--- config.mk ---
export PLATFORM = sky130hd
export DESIGN_NAME = mem_port_arbiter
export DESIGN_NICKNAME = d
export VERILOG_FILES = /design/src/rtl/mem_port_arbiter.sv
export SDC_FILE = /design/constraint.sdc
export NUM_CORES = 1
export LEC_CHECK = 0
export ABC_AREA = 1
export CORE_MARGIN = 2
export CORE_UTILIZATION = 38
export CTS_CLUSTER_DIAMETER = 50
export DETAILED_ROUTE_END_ITERATION = 16
export GPL_TIMING_DRIVEN = 0
export PLACE_DENSITY = 0.85
export SYNTH_ARGS = -nofsm -noshare
export SYNTH_HDL_FRONTEND = slang
export SYNTH_SLANG_ARGS = --single-unit
--- constraint.sdc ---
create_clock -name clk -period 3.1 [get_ports clk]
set_clock_uncertainty 0.1 [all_clocks]
set_input_delay 0.31 -clock clk [delete_from_list [all_inputs] [get_ports clk]]
set_output_delay 0.31 -clock clk [all_outputs]
set_load 0.02 [all_outputs]
--- src/rtl/mem_port_arbiter.sv ---
// mem_port_arbiter: shares one sync-read memory between the CPU and a debug port,
// CPU priority with a consecutive-denial counter that forces a debug win.
module mem_port_arbiter #(
    parameter int AW       = 6,
    parameter int DW       = 16,
    parameter int MAX_WAIT = 4
) (
    input  logic          clk,
    input  logic          reset,
    input  logic          cpu_req,
    input  logic          cpu_we,
    input  logic [AW-1:0] cpu_addr,
    input  logic [DW-1:0] cpu_wd,
    output logic          cpu_gnt,
    output logic          cpu_rvalid,
    output logic [DW-1:0] cpu_rd,
    input  logic          dbg_req,
    input  logic          dbg_we,
    input  logic [AW-1:0] dbg_addr,
    input  logic [DW-1:0] dbg_wd,
    output logic          dbg_gnt,
    output logic          dbg_rvalid,
    output logic [DW-1:0] dbg_rd,
    output logic [AW-1:0] mem_addr,
    output logic          mem_we,
    output logic [DW-1:0] mem_wd,
    input  logic [DW-1:0] mem_rd,
    output logic          starve
);
    localparam int CW = $clog2(MAX_WAIT + 1);
    typedef enum logic [1:0] {NONE, CPU, DBG} owner_t;
    owner_t        resp_owner;
    logic [CW-1:0] wait_cnt;
    logic [DW-1:0] cpu_last, dbg_last;
    assign starve     = wait_cnt == CW'(MAX_WAIT);
    // grants are masked while reset is held so nothing reaches the memory
    assign cpu_gnt    = reset && cpu_req && !(starve && dbg_req);
    assign dbg_gnt    = reset && dbg_req && !cpu_gnt;
    assign mem_addr   = dbg_gnt ? dbg_addr : cpu_addr;
    assign mem_wd     = dbg_gnt ? dbg_wd : cpu_wd;
    assign mem_we     = dbg_gnt ? dbg_we : cpu_gnt && cpu_we;
    assign cpu_rvalid = resp_owner == CPU;
    assign dbg_rvalid = resp_owner == DBG;
    assign cpu_rd     = cpu_rvalid ? mem_rd : cpu_last;
    assign dbg_rd     = dbg_rvalid ? mem_rd : dbg_last;
    always_ff @(posedge clk or negedge reset) begin
        if (!reset) begin
            resp_owner <= NONE;
            wait_cnt   <= '0;
            cpu_last   <= '0;
            dbg_last   <= '0;
        end else begin
            resp_owner <= (cpu_gnt && !cpu_we) ? CPU : (dbg_gnt && !dbg_we) ? DBG : NONE;
            wait_cnt   <= (!dbg_req || dbg_gnt) ? '0 : starve ? wait_cnt : wait_cnt + CW'(1);
            if (cpu_rvalid) cpu_last <= mem_rd;
            if (dbg_rvalid) dbg_last <= mem_rd;
        end
    end
endmodule
==> results of run 1 <==
==> synth_stat cells <==
cell      number  share of area
buf_2          2         0.0054
buf_4          2         0.0081
buf_6          4          0.024
buf_8          1         0.0081
clkbuf_1       2         0.0040
dfrtp_1       37           0.50
ha_1           2          0.013
inv_1         27          0.055
inv_6          1         0.0047
nand2_1      108           0.22
nand2_2        1         0.0034
nand2_4        1         0.0061
nand3_2        1         0.0054
nor2_1         5          0.010
o211ai_1       1         0.0040
o21ai_0       18          0.048
o21ai_2       16          0.075
or2_1          1         0.0034
xor2_1         1         0.0047
==> metrics by stage <==
stage | hold slack (ns) | power, W | cells
2_1_floorplan | -0.0856 | 0.000935 | 231
3_3_place_gp | 0.351 | 0.00129 | 423
3_5_place_dp | 0.357 | 0.00130 | 423
4_1_cts | 0.0602 | 0.00162 | 431
5_1_grt | 0.0955 | 0.00170 | 431
6_report | 0.0330 | 0.00160 | 431
==> layout make-up <==
class | count | share of cell area
Buffer | 11 | 0.0283
Timing Repair Buffer | 125 | 0.381
Sequential cell | 37 | 0.283
Inverter | 28 | 0.0336
Multi-Input combinational cell | 155 | 0.223
Clock buffer | 5 | 0.0210
Tap cell | 67 | 0.0256
Clock inverter | 3 | 0.00535
==> cell families after synthesis <==
kind of cell | after synthesis | synth area share
simple gates | 117 | 0.246
buf+inv | 39 | 0.109
flops | 37 | 0.498
compound gates | 35 | 0.128
fa+ha+maj | 2 | 0.0135
xor+xnor | 1 | 0.00471
==> final timing paths <==
kind,startpoint,slack (ns),end,cells after the start
worst min register to register,dbg_last[15]$_DFF_PN0_,0.37,dbg_last[15]$_DFF_PN0_,2
worst max register to register,wait_cnt[0]$_DFFE_PN0P_,1.68,resp_owner[1]$_DFF_PN0_,7
worst max-delay path,reset,0.36,mem_wd[1],9
min in group clk,dbg_last[15]$_DFF_PN0_,0.37,dbg_last[15]$_DFF_PN0_,2
worst min-delay path,reset,0.03,cpu_last[9]$_DFF_PN0_,1
max in group asynchronous,reset,2.32,cpu_last[1]$_DFF_PN0_,1
==> per-layer routing <==
| layer | global-route usage | vias up | routed length [um] |
|---|---|---|---|
| met3 | 0.0645 | 8 | 401 |
| li1 | - | 963 | - |
| met1 | 0.226 | 894 | 2040 |
| met4 | 0.0545 | 0 | 63 |
| met2 | 0.349 | 81 | 2680 |
| met5 | 0 | - | 0 |
==> flip-flops by register name, indices dropped and copies added, names as in the netlist <==
register and cells:
cpu_last 16, resp_owner 2, dbg_last 16, wait_cnt 3
==> power by group <==
part	switching (W)	leakage (nW)	total, W	internal [W]
registers	0.0000266	0.458	0.000600	0.000574
logic	0.000348	1.10	0.000687	0.000339
clock network	0.000162	0.0439	0.000317	0.000155
==> results.md, run 1 <==
- Status: finished clean
- Setup Fix Bufs, Post-CTS: 0
- Startpoint types: primary input
- Buf/Inv on CP: 4
- Post-route ant nets: 0
- CTS Sinks: 37
- Yosys warnings: 0
- PD cells: 490 nW/um^2
- Post-synthesis cell count: 231
- Vert. Die Dim: roughly 74 um
- Mean area per synthesized cell: approximately 8.0 um^2
- Area growth, synth to finish: 76.2%
- Setup violators final: 0
- CTS tree: yes
- Yosys reg bits: 37
- Worst slew pin tran: approximately 0.86 ns
- Num CTS Buffers: 5
- Hold/Removal Path Class: in -> async
- Mapped Area: 1860 um^2
- Fin worst setup slack: about 0.36 ns
- Drt pass-1 iters: 4
- Post-DP HPWL: around 4300 um
- Diodes inserted: 0
- Min cycle time layout: 2.74 ns
- Max transition margin: 0.426
- Register area: ~930 um^2
- GPL Wtd Cong: roughly 0.72
- Post_cts resized: 0
- RSZ-0062 raised after global routing: no
- Critical Path Fanout Max: around 40
- Slew Limit Fails: 0
- CP dominant cell by count: nand2_1
- Endpoints failing hold: 0
- Via/cell ratio: approximately 4.5
- Clk root buf: clkbuf_8
- Starting DRT DRC Count: a little under 80
- # nets final: 431
- Per-cell routed wire length: 12.0 um
- Total grt overflow: 0
- FILL cells: between 300 and 400
- Delay-heaviest family, CP: buffers and inverters
- Starting Density: 0.393
- Pre-CTS setup slack: just under 0.3 ns
- Initial antenna violation count: 0
- Syn Nets: around 300
- Crit path DAT: 2.33 ns
- Sequential fraction of the synthesis area: 0.498
- Worst skew pair latency: about 0.28 ns
- Design area: ~3300 um^2
- Crit. End Element: output port
- Commonest cells after routing, fill and taps aside: clkdlybuf4s50_1 (124), nand2_1 (108), dfrtp_1 (37), inv_1 (27), o21ai_0 (18)
- Commonest non-fill, non-tap cell in the layout: clkdlybuf4s50_1
- Ratio of cells with drive above 1 in the final layout: 0.104
- CTS clk-pin slew, worst paths: about 0.070 ns
- Worst path max stage delay: between 0.6 and 0.7 ns
- Crit path kind: in -> out
- Largest net degree at the start of global routing: 42
- Core box area: ~4700 um^2
- Wirelength, routed: approximately 5200 um
- Vias: roughly 1.9k
- Die extent in x: about 74 um
- DRC violations left: 0
- Multi-input gate area: approximately 730 um^2
- Max clock buf depth: 2
- Standard-cell rows: 25
- CTS Hold Bufs: 0
- Fin crit share: 0.883
- Max_cap viols: 0
- IO buf count: 125
- Worst IR Drop VDD: 0.174 mV
- Final Core Density: 0.693
- Setup TNS: 0 ns
- Top Ports: roughly 130
- Fmax: 365 MHz
- CP required: between 2 and 3 ns
- CP Cell Sequence: buf_2 > nand2_1 > inv_1 > nand2_2 > nand2_4 > buf_4 > nand2_1 > nand2_1 > clkdlybuf4s50_1
- Tot GR Track Use: 0.197
- Vias in the first global route: 1932
- Placed cell area: ~3200 um^2
- Synth unique cells: 19
- Die area: about 5500 um^2
- CTS H-tree lvls: 2
- Static leakage: 1.61 nW
- Slowest cell on the critical path: buf_2
- Global-route wire length before repair: about 8300 um
Note: power is estimated with default switching activity, not from simulation.
==> run 2, diff against run 1 <==
Settings changed: CORE_UTILIZATION 38 to 55, DONT_BUFFER_PORTS from default to 1, PLACE_DENSITY 0.85 to 0.7.
==> run 2 against run 1 <==
Flip-flop and latch count unchanged. Critical path type is now reg -> out. Sequential share of layout area rose by 17 points. Hold slack improved by 0.020 ns. Clock-buffer cell count up 2. Via count decreased by 25%. Non-clock buffer count is 120 lower. Global-route usage rose by 2.1 points. Die area shrank 29%. Core utilization decreased by 7.5 points. First-iteration DRC count shrank 31%. Clock power shrank 23%.
==> results.md, run 2 (synthesis results as in run 1) <==
- Endpoints failing hold: 0
- # nets final: approximately 310
- Tot GR Track Use: 0.217
- CTS tree: yes
- Status: finished clean
- Clock power share: 0.199
- Via/cell ratio: 5.03
- Crit path DAT: 1.87 ns
- Hold Path Origin: reset
- Starting Density: 0.566
- Die area: 3860 um^2
- Hold/Removal Path Class: in -> reg
- Crit path kind: reg -> out
- Post-DP HPWL: between 3000 and 4000 um
- Fmax: 438 MHz
- Max clock buf depth: 2
- Top Layer Used: met4
- CP required: 2.69 ns
- Initial antenna violation count: 0
- Worst skew pair latency: 0.33 ns
- PD cells: 607 nW/um^2
- Hold path endpoint: wait_cnt[0]$_DFFE_PN0P_
- Setup violators final: 0
- Switching share of power: 0.378
- Static leakage: between 1 and 1.5 nW
- Internal: about 0.00077 W
- CTS clk-pin slew, worst paths: approximately 0.1 ns
- Total grt overflow: 0
- Cells on Worst Hold Path: 3
- Post-route ant nets: 0
- Fin worst setup slack: between 0.8 and 0.9 ns
- Starting DRT DRC Count: 53
- Setup crit start: resp_owner[1]$_DFF_PN0_
- Commonest non-fill, non-tap cell in the layout: nand2_1
- Worst IR Drop VDD: a little over 0.2 mV
- IO buf count: 0
- Sequential share of power: 0.487
- Die extent in x: 62.1 um
- Top Ports: between 100 and 150
- R2r startpoint: resp_owner[1]$_DFF_PN0_
- GPL Wtd Cong: 0.778
- NetSw: between 0.0004 and 0.0005 W
- Num CTS Buffers: 5
- Core box area: around 3300 um^2
- Area growth, synth to finish: 9.29%
- Vias in the first global route: 1346
- Drt pass-1 iters: 4
- Commonest cells after routing, fill and taps aside: nand2_1 (108), dfrtp_1 (37), inv_1 (27), o21ai_0 (18), o21ai_2 (16)
- Diodes inserted: 0
- CTS H-tree lvls: 2
- Worst path max stage delay: 0.72 ns
- Max transition margin: 0.436
- Met1 WL: around 1600 um
- Top flop regs: cpu_last x16, dbg_last x16, wait_cnt x3
- Vias: around 1.5k
- Met3 wire len: ~300 um
- Slowest cell on the critical path: o21ai_0
- Standard-cell rows: 21
- DP Cell Count: 277
- Startpoint types: flop
- Count of non-filler cells in the finished layout: between 200 and 300
- Largest net degree at the start of global routing: 38
- Global-route wire length before repair: approximately 6500 um
- Clk root buf: clkbuf_4
- DRC violations left: 0
- Pre-CTS setup slack: around 1.2 ns
- Min cycle time layout: 2.28 ns
- Slew Limit Fails: 0
- Delay-heaviest family, CP: compound AO/OA/AOI/OAI gates
- RR Endpoint: cpu_last[14]$_DFF_PN0_
- Reg2Reg Setup Slack: between 1 and 1.5 ns
- Per-cell routed wire length: roughly 14 um
- Comb pwr share: 0.314
- CTS Sinks: 37
- Fin crit share: 0.736
- Crit. End Element: output port
- Max_cap viols: 0
- Critical Path Fanout Max: 10
- Buf/Inv on CP: 2
- Worst r2r path cells: 4
- Setup Fix Bufs, Post-CTS: 0
- Ratio of cells with drive above 1 in the final layout: 0.148
- Wirelength, routed: a little over 4000 um
- WHS: roughly 0.053 ns
- RSZ-0062 raised after global routing: no
- Worst slew pin tran: ~0.84 ns
- Vert. Die Dim: slightly above 60 um
- Setup TNS: 0 ns
- CP Cell Sequence: inv_1 > nand2_1 > clkbuf_1 > o21ai_0
- Met2 wire length: around 2100 um
run 2: through the flow:
stage                util  area (um^2)  power (W)
global placement    0.583         1920   0.000977
global route        0.618         2030    0.00131
CTS                 0.618         2030    0.00125
detailed placement  0.583         1920   0.000988
floorplan               -         1860   0.000935
finish              0.618         2030    0.00123
run 2: area by class of cell:
type	instances	area, um^2
repair buffers	5	60.1
fillers	297	1250
well taps	46	57.6
inverters	28	110
multi-input cells	155	729
flip-flops and latches	37	926
clock buffers	7	55.1
plain buffers	11	92.6
run 2: worst max path at each step:
stage	end	slack [ns]	cells after the start
2_1_floorplan	mem_wd[10]	1.42	9
3_3_place_gp	cpu_rd[13]	1.19	4
3_5_place_dp	cpu_rd[14]	1.16	4
4_1_cts	cpu_rd[14]	0.78	4
5_1_grt	cpu_rd[14]	0.65	4
6_report	cpu_rd[14]	0.82	4
run 2: power by group through the flow:
stage / logic, W / clock network, W / registers (W)
2_1_floorplan: 0.000332 / 0 / 0.000603
5_1_grt: 0.000423 / 0.000279 / 0.000610
4_1_cts: 0.000394 / 0.000255 / 0.000601
6_report: 0.000388 / 0.000245 / 0.000600
3_3_place_gp: 0.000370 / 0 / 0.000607
3_5_place_dp: 0.000377 / 0 / 0.000611
run 2: per-layer routing:
| layer | vias up | track usage |
|---|---|---|
| met5 | - | 0 |
| met4 | 0 | 0.0750 |
| met3 | 4 | 0.0634 |
| met2 | 80 | 0.395 |
| met1 | 645 | 0.242 |
| li1 | 725 | - |
run 2: what timing repair did:
item                                   CTS  global route
hold buffers                             5             0
resized for setup                        0             0
endpoints found under the hold margin   40             0
run 2: worst min-delay path: cells and delay by family:
family | cells | cell delay (ns)
AOI/OAI and AO/OA | 1 | 0.06
and+or+nand+nor | 2 | 0.07
==> run 3, diff against run 2 <==
Clock period 3.1 ns to 2.1 ns, I/O delays scaled along.
==> run 3 against run 2 <==
The run now ends with setup timing left. Hold slack worse by 0.040 ns. Register-to-register slack worse by 0.95 ns. Routed wire length is 6.0% higher. Global-route usage hardly changed. Largest cell class unchanged.
==> results.md, run 3 (synthesis results as in run 1) <==
- PD cells: ~860 nW/um^2
- Worst slew pin tran: 0.763 ns
- Vias: ~1.5k
- Core box area: 3280 um^2
- Max transition margin: 0.486
- Total grt overflow: 0
- Crit path kind: reg -> out
- CP required: 1.79 ns
- Startpoint types: flop
- Standard-cell rows: 21
- Worst skew pair latency: roughly 0.33 ns
- Max_cap viols: 0
- Post-route ant nets: 0
- Die extent in x: about 62 um
- Top Ports: around 130
- Global-route wire length before repair: 6490 um
- CTS H-tree lvls: 2
- Critical Path Fanout Max: 10
- Commonest cells after routing, fill and taps aside: nand2_1 (89), dfrtp_1 (37), inv_1 (27), nand2_2 (20), o21ai_2 (16)
- Worst IR Drop VDD: 0.329 mV
- Tot GR Track Use: 0.217
- # nets final: 318
- Design area: approximately 2200 um^2
- Area growth, synth to finish: 16.0%
- Diodes inserted: 0
- Fin crit share: 1.02
- Failing checks: setup timing
- Clk root buf: clkbuf_4
- Die area: a little under 4000 um^2
- Crit. End Element: output port
- Slew Limit Fails: 0
- Total Power: around 0.0019 W
- Endpoints failing hold: 0
- Crit path DAT: 1.83 ns
- Fin worst setup slack: -0.0354 ns
- Starting DRT DRC Count: 47
- DRC violations left: 0
- Min cycle time layout: 2.14 ns
- Commonest non-fill, non-tap cell in the layout: nand2_1
- IO buf count: 0
- Wirelength, routed: approximately 4300 um
- Post-DP HPWL: just over 3000 um
- Drt pass-1 iters: 4
- Top flop regs: cpu_last x16, dbg_last x16, wait_cnt x3
- Placed cell area: approximately 1900 um^2
- RSZ-0062 raised after global routing: yes
- Setup violators final: 7
- Max clock buf depth: 2
- CTS Sinks: 37
- Static leakage: between 1 and 1.5 nW
- Via/cell ratio: slightly above 5
- GPL Wtd Cong: 0.778
- DP Cell Count: 277
- Per-cell routed wire length: ~14 um
- CTS tree: yes
- FILL cells: 280
- CTS clk-pin slew, worst paths: around 0.10 ns
- Num CTS Buffers: 5
- Starting Density: 0.566
- Vert. Die Dim: slightly above 60 um
- Slowest cell on the critical path: o21ai_0
- Fmax: 468 MHz
- Final Core Density: 0.656
- Ratio of cells with drive above 1 in the final layout: 0.252
- Setup TNS: -0.126 ns
- CP Cell Sequence: inv_1 > nand2_1 > clkbuf_1 > o21ai_0
- Largest net degree at the start of global routing: 39
- Status: complete, but fails checks
- Vias in the first global route: between 1k and 1.5k
- Initial antenna violation count: 0
- Worst path max stage delay: roughly 0.67 ns
- Count of non-filler cells in the finished layout: slightly below 300
- Hold/Removal Path Class: in -> reg
run 3: per-layer routing:
layer	wire, um	GRT usage
met1	1670	0.242
met2	2270	0.395
met3	295	0.0616
met4	53	0.0750
met5	0	0
run 3: area by class of cell:
type	count	area [um^2]	share of cell area
plain buffers	11	96.3	0.0447
multi-input cells	155	779	0.362
well taps	46	57.6	0.0267
clock buffers	7	55.1	0.0256
inverters	28	110	0.0511
repair buffers	12	130	0.0604
flip-flops and latches	37	926	0.430
run 3: critical path: cells and delay by family (launching register included):
kind,cells,cell delay [ns]
AO/OA/AOI/OAI,1,0.67
flip-flops,1,0.37
buffers and inverters,2,0.33
AND/OR/NAND/NOR,1,0.13
run 3: worst paths after layout:
path | from | to | slack [ns] | cells past startpoint
worst max-delay path | resp_owner[1]$_DFF_PN0_ | cpu_rd[12] | -0.04 | 4
worst min-delay path | mem_rd[6] | dbg_last[6]$_DFF_PN0_ | 0.01 | 2
worst max register to register | resp_owner[1]$_DFF_PN0_ | cpu_last[12]$_DFF_PN0_ | 0.32 | 4
worst min register to register | wait_cnt[1]$_DFFE_PN0P_ | wait_cnt[1]$_DFFE_PN0P_ | 0.44 | 2
max in group asynchronous | reset | dbg_last[0]$_DFF_PN0_ | 1.49 | 2
min in group asynchronous | reset | dbg_last[11]$_DFF_PN0_ | 0.22 | 2
run 3: repair_timing:
action / 4_1_cts / 5_1_grt
pin swaps: 0 / 4
endpoints found under the hold margin: 42 / 0
gates resized for setup: 9 / 21
hold buffers: 5 / 0
cloned: 0 / 1
endpoints found under the setup margin: 16 / 28
setup buffers: 0 / 6
run 3: power by group:
part / internal (W) / leakage [nW] / switching [W]
combinational: 0.000150 / 0.686 / 0.000462
sequential: 0.000847 / 0.458 / 0.0000377
clock: 0.000158 / 0.0314 / 0.000204
total: 0.00115 / 1.18 / 0.000703
run 3: stage by stage:
| stage | worst slack [ns] | hold WS [ns] |
|---|---|---|
| floorplan | 0.518 | -0.186 |
| CTS | -0.0660 | 0.000716 |
| detailed placement | 0.256 | -0.185 |
| global route | -0.182 | 0.00122 |
| finish | -0.0354 | 0.0132 |
| global placement | 0.292 | -0.185 |
